--- src/rtl/pwc_pkg.sv ---
// Shared encodings and parameter checks for the multi-channel pulse-width calculator.
package pwc_pkg;

  typedef enum logic [1:0] {
    WAIT_HIST  = 2'd0,
    WAIT_START = 2'd1,
    RUN        = 2'd2
  } glb_state_t;

  typedef enum logic [1:0] {
    ARM     = 2'd0,
    IDLE    = 2'd1,
    MEASURE = 2'd2
  } ch_state_t;

  // The channel tag must be able to name every channel.
  function automatic bit ch_bits_ok(input int num_ch, input int ch_bits);
    return (num_ch >= 1) && (num_ch <= 16) && (ch_bits >= 1) &&
           (ch_bits >= $clog2(num_ch));
  endfunction

endpackage

--- src/rtl/pwc_channel.sv ---
// One pulse channel: input synchroniser, ARM/IDLE/MEASURE FSM, saturating
// width counter and a one-deep pending result register.
module pwc_channel
  import pwc_pkg::*;
#(
  parameter int DATA_WIDTH  = 16,
  parameter int SYNC_STAGES = 2,
  parameter int MIN_ACCEPT  = 1
) (
  input  logic                  clk,
  input  logic                  reset,
  input  logic                  run,
  input  logic                  pulse_in,
  input  logic                  polarity,
  input  logic                  grant,
  output logic                  pend_vld,
  output logic [DATA_WIDTH-1:0] pend_data,
  output logic                  drop,
  output logic                  sat_hit
);

  localparam logic [DATA_WIDTH-1:0] CNT_MAX = '1;

  function automatic logic [DATA_WIDTH-1:0] sat_inc(input logic [DATA_WIDTH-1:0] v);
    return (v == CNT_MAX) ? v : v + DATA_WIDTH'(1);
  endfunction

  logic [SYNC_STAGES-1:0] sync_p0;
  logic                   act_p0;
  ch_state_t              st_q, st_d;
  logic [DATA_WIDTH-1:0]  cnt_q, cnt_d;
  logic                   res_vld_p0, res_ok_p0, load_p1;
  logic                   pend_vld_p1;
  logic [DATA_WIDTH-1:0]  pend_data_p1;

  // Stage p0: synchronised input and measurement
  always_ff @(posedge clk or posedge reset) begin
    if (reset) sync_p0 <= '0;
    else       sync_p0 <= {sync_p0[SYNC_STAGES-2:0], pulse_in};
  end

  assign act_p0 = ~(sync_p0[SYNC_STAGES-1] ^ polarity);

  always_ff @(posedge clk or posedge reset) begin
    if (reset) st_q <= ARM;
    else       st_q <= st_d;
  end

  always_ff @(posedge clk) begin
    cnt_q <= cnt_d;
  end

  always_comb begin
    st_d  = st_q;
    cnt_d = cnt_q;
    if (!run) begin
      st_d = ARM;
    end else begin
      case (st_q)
        ARM:     if (!act_p0) st_d = IDLE;
        IDLE:    if (act_p0) begin
                   st_d  = MEASURE;
                   cnt_d = DATA_WIDTH'(1);
                 end
        MEASURE: if (act_p0) cnt_d = sat_inc(cnt_q);
                 else        st_d  = IDLE;
        default: st_d = ARM;
      endcase
    end
  end

  always_comb begin
    res_vld_p0 = run && (st_q == MEASURE) && !act_p0;
    sat_hit    = run && (st_q == MEASURE) && act_p0 && (cnt_q == CNT_MAX);
    res_ok_p0  = res_vld_p0 && (cnt_q >= DATA_WIDTH'(MIN_ACCEPT));
    // A grant in the completion cycle frees the slot for the new result.
    load_p1    = res_ok_p0 && (!pend_vld_p1 || grant);
    drop       = res_ok_p0 && pend_vld_p1 && !grant;
  end

  // Stage p1: pending result awaiting arbitration
  always_ff @(posedge clk or posedge reset) begin
    if (reset)        pend_vld_p1 <= 1'b0;
    else if (!run)    pend_vld_p1 <= 1'b0;
    else if (load_p1) pend_vld_p1 <= 1'b1;
    else if (grant)   pend_vld_p1 <= 1'b0;
  end

  always_ff @(posedge clk) begin
    if (load_p1) pend_data_p1 <= cnt_q;
  end

  assign pend_vld  = pend_vld_p1;
  assign pend_data = pend_data_p1;

endmodule

--- src/rtl/pulse_width_multi.sv ---
// Multi-channel pulse-width calculator with round-robin merge into one FIFO port.
// Optional build macro PWC_MIN_WIDTH_FILTER_EN silently discards widths below MIN_WIDTH.
module pulse_width_multi
  import pwc_pkg::*;
#(
  parameter int NUM_CH      = 4,
  parameter int DATA_WIDTH  = 16,
  parameter int CH_BITS     = 2,
  parameter int SYNC_STAGES = 2,
  parameter int MIN_WIDTH   = 4
) (
  input  logic                  clk,
  input  logic                  reset,
  input  logic                  reset_done_from_hist,
  input  logic [NUM_CH-1:0]     pulse_sig_in,
  input  logic [NUM_CH-1:0]     polarity_sel,
  input  logic                  start_from_pc,
  input  logic                  stop_from_pc,
  output logic [DATA_WIDTH-1:0] data_to_compute_histogram,
  output logic [CH_BITS-1:0]    ch_id_to_fifo,
  output logic                  wrreq_to_FIFO,
  input  logic                  wrfull_from_FIFO,
  output logic [DATA_WIDTH-1:0] drop_count,
  output logic                  sat_flag
);

`ifdef PWC_MIN_WIDTH_FILTER_EN
  localparam int MIN_ACCEPT = MIN_WIDTH;
`else
  localparam int MIN_ACCEPT = 1;
`endif

  if (!ch_bits_ok(NUM_CH, CH_BITS) || (MIN_WIDTH < 1)) begin : g_bad_params
    $error("pulse_width_multi: CH_BITS too narrow for NUM_CH, or MIN_WIDTH < 1");
  end

  localparam logic [DATA_WIDTH-1:0] CNT_MAX = '1;

  function automatic logic [DATA_WIDTH-1:0] sat_add(input logic [DATA_WIDTH-1:0] a,
                                                    input int unsigned b);
    logic [32:0] s;
    s = 33'(a) + 33'(b);
    return (s > 33'(CNT_MAX)) ? CNT_MAX : DATA_WIDTH'(s);
  endfunction

  glb_state_t            st_q, st_d;
  logic                  start_q, stop_q, run_en;
  logic [NUM_CH-1:0]     pend_vld, gnt_vec, drop_vec, sat_vec;
  logic [DATA_WIDTH-1:0] pend_data [NUM_CH];
  logic                  gnt_vld;
  logic [CH_BITS-1:0]    gnt_idx, rr_ptr;
  logic [DATA_WIDTH-1:0] gnt_data;
  int unsigned           drop_num;
  logic                  wr_vld_p2;
  logic [DATA_WIDTH-1:0] wr_data_p2;
  logic [CH_BITS-1:0]    wr_ch_p2;
  logic [DATA_WIDTH-1:0] drop_q;
  logic                  sat_q;

  always_ff @(posedge clk or posedge reset) begin
    if (reset) begin
      start_q <= 1'b0;
      stop_q  <= 1'b0;
      st_q    <= WAIT_HIST;
    end else begin
      start_q <= start_from_pc;
      stop_q  <= stop_from_pc;
      st_q    <= st_d;
    end
  end

  always_comb begin
    st_d = st_q;
    case (st_q)
      WAIT_HIST:  if (reset_done_from_hist) st_d = WAIT_START;
      WAIT_START: if (start_q && !stop_q)   st_d = RUN;
      RUN:        if (stop_q)               st_d = WAIT_START;
      default:    st_d = WAIT_HIST;
    endcase
  end

  // The RUN exit cycle already counts as stopped, which flushes every channel.
  always_comb begin
    run_en = (st_q == RUN) && !stop_q;
  end

  for (genvar c = 0; c < NUM_CH; c++) begin : g_ch
    pwc_channel #(
      .DATA_WIDTH (DATA_WIDTH),
      .SYNC_STAGES(SYNC_STAGES),
      .MIN_ACCEPT (MIN_ACCEPT)
    ) u_ch (
      .clk      (clk),
      .reset    (reset),
      .run      (run_en),
      .pulse_in (pulse_sig_in[c]),
      .polarity (polarity_sel[c]),
      .grant    (gnt_vec[c]),
      .pend_vld (pend_vld[c]),
      .pend_data(pend_data[c]),
      .drop     (drop_vec[c]),
      .sat_hit  (sat_vec[c])
    );
  end

  // Round-robin: channels at or above the pointer first, then the wrapped ones.
  always_comb begin
    gnt_vld  = 1'b0;
    gnt_idx  = '0;
    gnt_vec  = '0;
    gnt_data = '0;
    if (run_en && !wrfull_from_FIFO) begin
      for (int c = 0; c < NUM_CH; c++) begin
        if (!gnt_vld && pend_vld[c] && (c >= int'(rr_ptr))) begin
          gnt_vld    = 1'b1;
          gnt_idx    = CH_BITS'(c);
          gnt_vec[c] = 1'b1;
          gnt_data   = pend_data[c];
        end
      end
      for (int c = 0; c < NUM_CH; c++) begin
        if (!gnt_vld && pend_vld[c] && (c < int'(rr_ptr))) begin
          gnt_vld    = 1'b1;
          gnt_idx    = CH_BITS'(c);
          gnt_vec[c] = 1'b1;
          gnt_data   = pend_data[c];
        end
      end
    end
  end

  always_comb begin
    drop_num = 0;
    for (int c = 0; c < NUM_CH; c++) drop_num = drop_num + {31'd0, drop_vec[c]};
  end

  // Stage p2: registered FIFO write; a stop arriving now suppresses the exit-cycle write.
  always_ff @(posedge clk or posedge reset) begin
    if (reset) begin
      wr_vld_p2  <= 1'b0;
      wr_data_p2 <= '0;
      wr_ch_p2   <= '0;
      rr_ptr     <= '0;
      drop_q     <= '0;
      sat_q      <= 1'b0;
    end else begin
      wr_vld_p2 <= gnt_vld && !stop_from_pc;
      if (gnt_vld) begin
        wr_data_p2 <= gnt_data;
        wr_ch_p2   <= gnt_idx;
        rr_ptr     <= (int'(gnt_idx) == NUM_CH - 1) ? '0 : gnt_idx + CH_BITS'(1);
      end
      drop_q <= sat_add(drop_q, drop_num);
      sat_q  <= sat_q | (|sat_vec);
    end
  end

  assign wrreq_to_FIFO             = wr_vld_p2;
  assign data_to_compute_histogram = wr_data_p2;
  assign ch_id_to_fifo             = wr_ch_p2;
  assign drop_count                = drop_q;
  assign sat_flag                  = sat_q;

endmodule

--- config.mk ---
export PLATFORM = sky130hd
export DESIGN_NAME = pulse_width_multi
export DESIGN_NICKNAME = d
export VERILOG_FILES = /design/src/rtl/pwc_pkg.sv /design/src/rtl/pwc_channel.sv /design/src/rtl/pulse_width_multi.sv
export SDC_FILE = /design/constraint.sdc
export NUM_CORES = 1
export LEC_CHECK = 0
export CORE_MARGIN = 5
export CORE_UTILIZATION = 47
export CTS_BUF_LIST = sky130_fd_sc_hd__clkbuf_8
export CTS_CLUSTER_SIZE = 40
export DETAILED_ROUTE_END_ITERATION = 7
export PLACE_DENSITY = 0.63
export SKIP_LAST_GASP = 1
export SLEW_MARGIN = 20
export SYNTH_ARGS = -nofsm -noshare
export SYNTH_HDL_FRONTEND = slang
export SYNTH_SLANG_ARGS = --single-unit
--- constraint.sdc ---
create_clock -name clk -period 11.4 [get_ports clk]
set_clock_uncertainty 0.2 [all_clocks]
set_input_delay 3.42 -clock clk [delete_from_list [all_inputs] [get_ports clk]]
set_output_delay 3.42 -clock clk [all_outputs]
set_load 0.01 [all_outputs]
==> results of run 1 <==
==> power breakdown <==
group	internal, mW	switching, mW
logic	0.00874	0.0111
clock network	0.217	0.244
registers	0.733	0.00355
total	0.958	0.258
==> area by class of cell <==
type | count | area [um2]
Fill cell | 1695 | 9010
Clock buffer | 17 | 234
Clock inverter | 15 | 170
Multi-Input combinational cell | 567 | 3530
Timing Repair Buffer | 59 | 566
Sequential cell | 190 | 5400
Inverter | 24 | 90.1
Tap cell | 265 | 332
==> final timing paths <==
check | startpoint | end | slack (ps) | cells after the start
worst max-delay path | wrfull_from_FIFO | drop_count[5]$_DFF_PP0_ | 4380 | 12
worst min-delay path | g_ch[0].u_ch.sync_p0[0]$_DFF_PP0_ | g_ch[0].u_ch.sync_p0[1]$_DFF_PP0_ | 160 | 0
worst max register to register | g_ch[0].u_ch.pend_vld$_DFFE_PP0P_ | drop_count[5]$_DFF_PP0_ | 6470 | 13
worst min register to register | g_ch[0].u_ch.sync_p0[0]$_DFF_PP0_ | g_ch[0].u_ch.sync_p0[1]$_DFF_PP0_ | 160 | 0
max in group asynchronous | reset | data_to_compute_histogram[0]$_DFFE_PP0P_ | 7120 | 3
min in group asynchronous | reset | g_ch[2].u_ch.sync_p0[1]$_DFF_PP0_ | 3320 | 3
==> flip-flops by register name, summed over array words and instances, names as in the netlist <==
signal,count
st_q,2
g_ch.u_ch.st_q,8
rr_ptr,2
start_q,1
stop_q,1
ch_id_to_fifo,2
g_ch.u_ch.cnt_q,64
data_to_compute_histogram,16
g_ch.u_ch.sync_p0,8
drop_count,16
wrreq_to_FIFO,1
g_ch.u_ch.pend_data,64
g_ch.u_ch.pend_vld,4
sat_flag,1
==> through the flow <==
| step | power [mW] | utilization, % | setup slack [ps] |
|---|---|---|---|
| 3_3_place_gp | 0.771 | 51.3 | 4050 |
| 2_1_floorplan | 0.761 | - | 4720 |
| 4_1_cts | 1.23 | 53.4 | 4400 |
| 3_5_place_dp | 0.771 | 51.3 | 3900 |
| 5_1_grt | 1.26 | 53.4 | 4220 |
| 6_report | 1.22 | 53.4 | 4380 |
==> synthesized netlist by cell type, types with 4 or more instances <==
library cell	number	share of area (%)
and3_1	18	1.2
edfxtp_1	128	42
dfrtp_1	62	17
o21ai_1	20	1.1
or3_1	18	1.2
mux2i_1	6	0.66
nand3_1	38	2.1
nor4b_1	4	0.38
or2_2	6	0.41
o21ai_0	29	1.6
xor2_1	34	3.3
clkbuf_1	27	1.1
o22ai_1	7	0.48
and2_1	6	0.41
ha_1	13	1.8
nor3_1	12	0.66
nor2_1	75	3.1
and3b_1	11	1.1
nor2b_1	10	0.68
and4_1	7	0.67
inv_1	24	0.98
nor4_1	17	1.2
a221oi_1	14	1.3
nand2_1	55	2.3
a22o_1	6	0.57
a31oi_1	15	1.0
nand2b_1	15	1.0
xnor2_1	28	2.7
nand4_1	25	1.7
a21oi_1	39	2.1
==> metal layers <==
layer / track usage [%] / vias up / wire, um
li1: - / 3104 / -
met1: 29.9 / 3197 / 9980
met2: 31.2 / 208 / 10400
met3: 3.94 / 18 / 1310
met4: 4.85 / 0 / 290
met5: 0 / - / 0
==> kinds of logic after synthesis <==
family / Yosys count
and+or+nand+nor: 321
DFF: 190
AOI/OAI and AO/OA: 160
xor gates and xnor gates: 62
buffers and inverters: 55
adders and majority gates: 16
muxes: 8
==> results.cfg, run 1 <==
[setup_path]
endpoint_kind = flop
cp_cell_sequence = clkdlybuf4s50_1, or4b_1, o21ai_0, or2_2, fa_1, inv_1, fa_1, fa_1, inv_1, or3_1, or3_1, o21ai_0
critPathMaxFanout = 13
critical_path_buf_inv_count = 3
cp_common_cell = fa_1
start_kind = input pin
crit_slowest_cell = or4b_1
cpPeakStageDelay_ps = 640
path_delay_family = simple AND/OR/NAND/NOR gates
cp_data_required_time_ps = 11590
critical_path_class = input pin to flop
cp.arrival_ps = 7210

[place]
place_congestion = 0.886
dpl.cell_count = 1105
hpwl_um = 15700
port_buffers = 49
dpl_cell_area_um2 = 9920

[clocking]
insertion_delay_ps = 470
cts_sinks = 190
cts_tree = built
cts_buffers = 17
cts_buffer_depth = 2
hold_buffers = 0
ctsHtreeMaxLevel = 4
cts_root_buf = clkbuf_8
post_cts_resized = 0
post_cts_buffers = 0
clk_pin_slew_worst_paths_ps = 100

[global_route]
grt-ovfl-total = 0
antenna_found_initial = 0
grt_max_degree = 63
track_usage_pct = 20.3
grt_pass1_vias = 6195
grt_pass1_wl_um = 35100

[routing]
vias = 6527
dr.pass1.iters = 5
drc = 0
viasPerCell = 5.74
drtIter0Drc = 634
routedWlPerCell_um = 19.3
wirelength_um = 21900
final_antenna_net_count = 0

[floorplanning]
design.core.area_um2 = 19300
dieWidth_um = 150
dieArea_um2 = 22400
row_count = 51
ios = 50
die_h_um = 150
initial_core_util_pct = 47.3

[power_and_ir_drop]
p_leak_nw = 3.72
p_per_area_nw_per_um2 = 118
ir_worst_vdd_mv = 0.0832

[synth]
ys_seq_area_share_pct = 59.0
ys_ff_latch = 190
synthSimpleGateAreaFrac_pct = 18.4
ys_warn_count = 0
avgSynthCellArea_um2 = 11.3
synth_area_um2 = 9150
muxShareOfSynthArea_pct = 0.903
synth-edff-count = 128
yosys_most_used_dff = edfxtp_1
synthAdderAreaFrac_pct = 2.43
synthXorXnorAreaFrac_pct = 5.94
synth.distinct_cells = 56
syn_nets = 842
synth_compound_area_share_pct = 11.0
synth_top_family_by_area = simple AND/OR/NAND/NOR gates
synthArstFlopShare_pct = 32.6
syn_inst = 812

[sta]
hold_viol = 0
whs_ps = 158
slew_viol_final = 0
fin_crit_ps = 7020
fmax_mhz = 143
setup_tns_ps = 0
tightest_slew_ps = 1080
post-route-period-util_pct = 61.5
finalSetupViolCount = 0
rsz0062_at_grt = false
maxSlewHeadroom_pct = 27.7

[layout]
syn2layout_area_growth_pct = 12.8
fin_nets = 889
final_common_cell = edfxtp_1
design_area_um2 = 10300
drive_gt1_share_pct = 6.08
fin_cells = 1137
antennaDiodeCount = 0
final_cell_mix = 128 x edfxtp_1, 75 x nor2_1, 62 x dfrtp_1

[flow_run]
drv_cap = 0

[worst_hold_path]
hold_path.class = flop to flop

[outcome]
outcome = finished clean
Note: power is estimated with default switching activity, not from simulation.
==> run 2: changes to the inputs <==
PLACE_DENSITY = 0.66   (was 0.63)
clock period = 6.3 ns   (was 11.4 ns; I/O delays follow)
==> run 2 against run 1 <==
Largest cell class unchanged; sequential power is 81% higher; clock-buffer cell count is 1 higher; sequential share of layout area hardly changed; routed wire length is 4.5% lower; largest power group unchanged; hold slack worse by 8.1 ps; utilization hardly changed; first-iteration DRC count is 6.3% lower; flip-flop and latch count stayed put; setup slack worse by 3500 ps; clock power is 72% higher.
==> results.cfg, run 2 (synthesis results as in run 1) <==
[clocking]
cts_root_buf = clkbuf_8
clk_pin_slew_worst_paths_ps = 90
cts_buffer_depth = 2
cts_buffers = 17
insertion_delay_ps = 460
cts_tree = built
post_cts_resized = 0
cts_sinks = 190
post_cts_buffers = 0
ctsHtreeMaxLevel = 4
hold_buffers = 0

[outcome]
outcome = finished clean

[layout]
final_common_cell = edfxtp_1
seqCellArea_um2 = 5400
drive_gt1_share_pct = 6.31
antennaDiodeCount = 0
fin_nets = 889
final_cell_mix = 128 x edfxtp_1, 75 x nor2_1, 62 x dfrtp_1
fillers = 1678
multi_input_area_um2 = 3540
syn2layout_area_growth_pct = 12.8
fin_cells = 1137
final_core_util_pct = 53.4

[setup_path]
path_delay_family = simple AND/OR/NAND/NOR gates
reg2regPathDepth = 13
cp_common_cell = fa_1
cp_data_required_time_ps = 6490
cp.arrival_ps = 5580
cp_cell_sequence = clkdlybuf4s50_1, or4b_1, o21ai_0, or2_2, fa_1, inv_1, fa_1, fa_1, inv_1, or3_1, or3_1, o21ai_0
critical_path_buf_inv_count = 3
cpPeakStageDelay_ps = 640
critPathMaxFanout = 13
crit_slowest_cell = or4b_1
critical_path_class = input pin to flop
r2r_end = drop_count[5]$_DFF_PP0_
endpoint_kind = flop
rrSetupSlack_ps = 1540
r2r_start = rr_ptr[0]$_DFFE_PP0P_
start_kind = input pin

[global_route]
antenna_found_initial = 0
grt-ovfl-total = 0
grt_pass1_vias = 5947
track_usage_pct = 19.4
grt_pass1_wl_um = 33600
grt_max_degree = 38

[place]
dpl.cell_count = 1105
hpwl_um = 15100
place_congestion = 0.884
port_buffers = 49

[worst_hold_path]
hold_end = g_ch[1].u_ch.sync_p0[1]$_DFF_PP0_
worstHoldStart = g_ch[1].u_ch.sync_p0[0]$_DFF_PP0_
hold_depth = 0
hold_path.class = flop to flop

[floorplanning]
die_h_um = 150
row_count = 51
dieWidth_um = 150
design.core.area_um2 = 19300
ios = 50
dieArea_um2 = 22400
initial_core_util_pct = 47.3

[power_and_ir_drop]
p_leak_nw = 3.70
comb_power_share_pct = 1.6
ir_worst_vdd_mv = 0.155
swShare_pct = 21.1
clockPowerShare_pct = 36.7
p_int_mw = 1.70
share_seq_of_total_power_pct = 61.7
p_per_area_nw_per_um2 = 209
switching_power_uw = 455

[routing]
dr.pass1.iters = 5
viasPerCell = 5.65
drc = 0
drtIter0Drc = 594
vias = 6419
final_antenna_net_count = 0
wirelength_um = 21000
routedWlPerCell_um = 18.4

[sta]
fin_crit_ps = 5390
maxSlewHeadroom_pct = 24.1
post-route-period-util_pct = 85.6
hold_viol = 0
slew_viol_final = 0
tightest_slew_ps = 1140
setup_tns_ps = 0
fmax_mhz = 185
rsz0062_at_grt = false
finalSetupViolCount = 0

[flow_run]
drv_cap = 0
[run 2: worst reg2reg max path: cells and delay by family, from the launching register on]
family / cells / cell delay, ps
compound gates: 4 / 880
flops: 1 / 620
simple gates: 4 / 1380
buf+inv: 2 / 160
fa+ha+maj: 3 / 1390
[run 2: worst max-delay path by stage]
stage                           from  cells after the start                        to
floorplan           wrfull_from_FIFO                     13  drop_count[10]$_DFF_PP0_
global placement    wrfull_from_FIFO                     12   drop_count[5]$_DFF_PP0_
detailed placement  wrfull_from_FIFO                     12   drop_count[5]$_DFF_PP0_
CTS                 wrfull_from_FIFO                     12   drop_count[5]$_DFF_PP0_
global route        wrfull_from_FIFO                     12   drop_count[5]$_DFF_PP0_
finish              wrfull_from_FIFO                     12   drop_count[5]$_DFF_PP0_
[run 2: routing by layer]
layer	global-route usage (%)	routed length, um	share of wire [%]	vias to the layer above
li1	-	-	-	3106
met1	29.0	9800	47	3080
met2	28.1	9370	45	194
met3	4.45	1320	6.3	39
met4	6.73	471	2.2	0
met5	0	0	0	-
[run 2: power groups by stage]
stage | Combinational [mW] | Clock [mW] | Sequential (mW)
5_1_grt | 0.0395 | 0.864 | 1.33
3_5_place_dp | 0.0363 | 0 | 1.36
2_1_floorplan | 0.0201 | 0 | 1.36
4_1_cts | 0.0364 | 0.813 | 1.33
3_3_place_gp | 0.0356 | 0 | 1.36
6_report | 0.0353 | 0.791 | 1.33
[run 2: layout make-up]
| type | count | area share (%) |
|---|---|---|
| clock buffers | 18 | 2.40 |
| repair buffers | 59 | 5.48 |
| well taps | 265 | 3.21 |
| inverters | 24 | 0.873 |
| multi-input cells | 567 | 34.3 |
| flip-flops and latches | 190 | 52.3 |
| clock inverters | 14 | 1.39 |
[run 2: metrics by stage]
| stage | power (mW) | area, um2 | setup slack, ps | hold WS (ps) |
|---|---|---|---|---|
| global placement | 1.40 | 9920 | 500 | 132 |
| CTS | 2.18 | 10300 | 942 | 151 |
| finish | 2.16 | 10300 | 909 | 150 |
| detailed placement | 1.40 | 9920 | 427 | 135 |
| global route | 2.24 | 10300 | 672 | 162 |
| floorplan | 1.38 | 9150 | 1150 | 131 |
==> run 3: changes to the inputs <==
CORE_UTILIZATION = 46   (was 47)
PLACE_DENSITY = 0.62   (was 0.66)
REMOVE_ABC_BUFFERS = 1   (was unset)
clock period = 5 ns   (was 6.3 ns; I/O delays follow)
==> run 3 against run 2 <==
Via count grew 4.6%; first-iteration DRC count grew 14%; register-to-register slack lost 930 ps; setup slack lost 620 ps; largest cell class unchanged; largest power group unchanged.
==> results.cfg, run 3 (synthesis results as in run 1) <==
[clocking]
post_cts_resized = 0
hold_buffers = 0
cts_buffers = 17
clk_pin_slew_worst_paths_ps = 90
cts_buffer_depth = 2
cts_tree = built
insertion_delay_ps = 460
ctsHtreeMaxLevel = 4
cts_root_buf = clkbuf_8
cts_sinks = 190
post_cts_buffers = 0

[routing]
final_antenna_net_count = 0
drc = 0
routedWlPerCell_um = 19.5
drtIter0Drc = 677
wirelength_um = 22500
dr.pass1.iters = 7
viasPerCell = 5.80
vias = 6716

[layout]
design_area_um2 = 10400
final_cell_mix = 128 x edfxtp_1, 75 x nor2_1, 62 x dfrtp_1
syn2layout_area_growth_pct = 14.0
fin_nets = 910
drive_gt1_share_pct = 7.95
final_common_cell = edfxtp_1
antennaDiodeCount = 0
final_core_util_pct = 53.4

[global_route]
grt_pass1_wl_um = 35500
grt_max_degree = 33
track_usage_pct = 20.3
grt_pass1_vias = 6387
antenna_found_initial = 0
grt-ovfl-total = 0

[power_and_ir_drop]
p_leak_nw = 3.78
p_int_mw = 2.08
clockPowerShare_pct = 34.6
switching_power_uw = 562
share_seq_of_total_power_pct = 63.6
ir_worst_vdd_mv = 0.141
swShare_pct = 21.3
p_per_area_nw_per_um2 = 253
comb_power_share_pct = 1.8

[sta]
rsz0062_at_grt = false
fin_crit_ps = 4710
layout_setup_ws_ps = 291
hold_viol = 0
post-route-period-util_pct = 94.2
whs_ps = 159
maxSlewHeadroom_pct = 33.3
slew_viol_final = 0
finalSetupViolCount = 0
tightest_slew_ps = 997
fmax_mhz = 212

[setup_path]
critPathMaxFanout = 5
start_kind = input pin
cp_data_required_time_ps = 5200
endpoint_kind = flop
critical_path_class = input pin to flop
cp.arrival_ps = 4910

[flow_run]
drv_cap = 0

[place]
hpwl_um = 16300
place_congestion = 0.889
pre_cts_ws_ps = -192
port_buffers = 49
dpl_cell_area_um2 = 10100

[floorplanning]
design.core.area_um2 = 19500
initial_core_util_pct = 46.8
die_h_um = 151
dieWidth_um = 151
ios = 50
dieArea_um2 = 22800
row_count = 51

[outcome]
outcome = finished clean

[worst_hold_path]
hold_path.class = flop to flop
-- run 3: changes by cell type in the layout (fill, tap and decap cells not counted), moves of 4 or more --
cell	before	now
inv_1	25	29
clkinvlp_4	1	5
buf_4	10	31
clkinv_4	5	1
-- run 3: path summary, 6_finish.rpt --
path | from | endpoint | slack [ps] | cells after the start
worst max-delay path | wrfull_from_FIFO | drop_count[1]$_DFF_PP0_ | 290 | 13
worst min-delay path | g_ch[1].u_ch.sync_p0[0]$_DFF_PP0_ | g_ch[1].u_ch.sync_p0[1]$_DFF_PP0_ | 160 | 0
worst max register to register | rr_ptr[0]$_DFFE_PP0P_ | drop_count[12]$_DFF_PP0_ | 610 | 15
worst min register to register | g_ch[1].u_ch.sync_p0[0]$_DFF_PP0_ | g_ch[1].u_ch.sync_p0[1]$_DFF_PP0_ | 160 | 0
max in group asynchronous | reset | data_to_compute_histogram[12]$_DFFE_PP0P_ | 2380 | 3
min in group asynchronous | reset | wrreq_to_FIFO$_DFF_PP0_ | 1250 | 2
-- run 3: stage by stage --
step	power, mW	TNS [ps]	cells
3_3_place_gp	1.76	-1460	1126
5_1_grt	2.74	0	1158
6_report	2.64	0	1158
4_1_cts	2.67	0	1158
2_1_floorplan	1.74	0	781
3_5_place_dp	1.76	-2070	1126
-- run 3: routing by layer --
layer,up-vias,wire (um),GRT usage (%)
li1,3152,-,-
met1,3302,9960,28.5
met2,232,11000,32.7
met3,30,1250,4.01
met4,0,353,5.17
met5,-,0,0
-- run 3: cell type report --
cell class | count | area, um2
Tap cell | 265 | 332
Clock inverter | 15 | 113
Clock buffer | 17 | 234
Multi-Input combinational cell | 567 | 3540
Inverter | 24 | 90.1
Timing Repair Buffer | 80 | 723
Sequential cell | 190 | 5400
Fill cell | 1711 | 9100
-- run 3: power by group through the flow --
stage	Combinational [mW]	Sequential, mW	Clock (mW)
finish	0.0484	1.68	0.912
global route	0.0537	1.68	1.01
CTS	0.0497	1.68	0.941
detailed placement	0.0495	1.71	0
global placement	0.0481	1.71	0
floorplan	0.0249	1.71	0
-- run 3: worst max-delay path: stages --
cell and delay, ps:
clkdlybuf4s50_1 430, or4b_1 520, o21ai_0 220, or2_2 150, fa_1 400, inv_1 90
fa_1 230, fa_1 210, inv_1 50, or3_1 380, or3_1 470, buf_4 190
nand2b_1 60
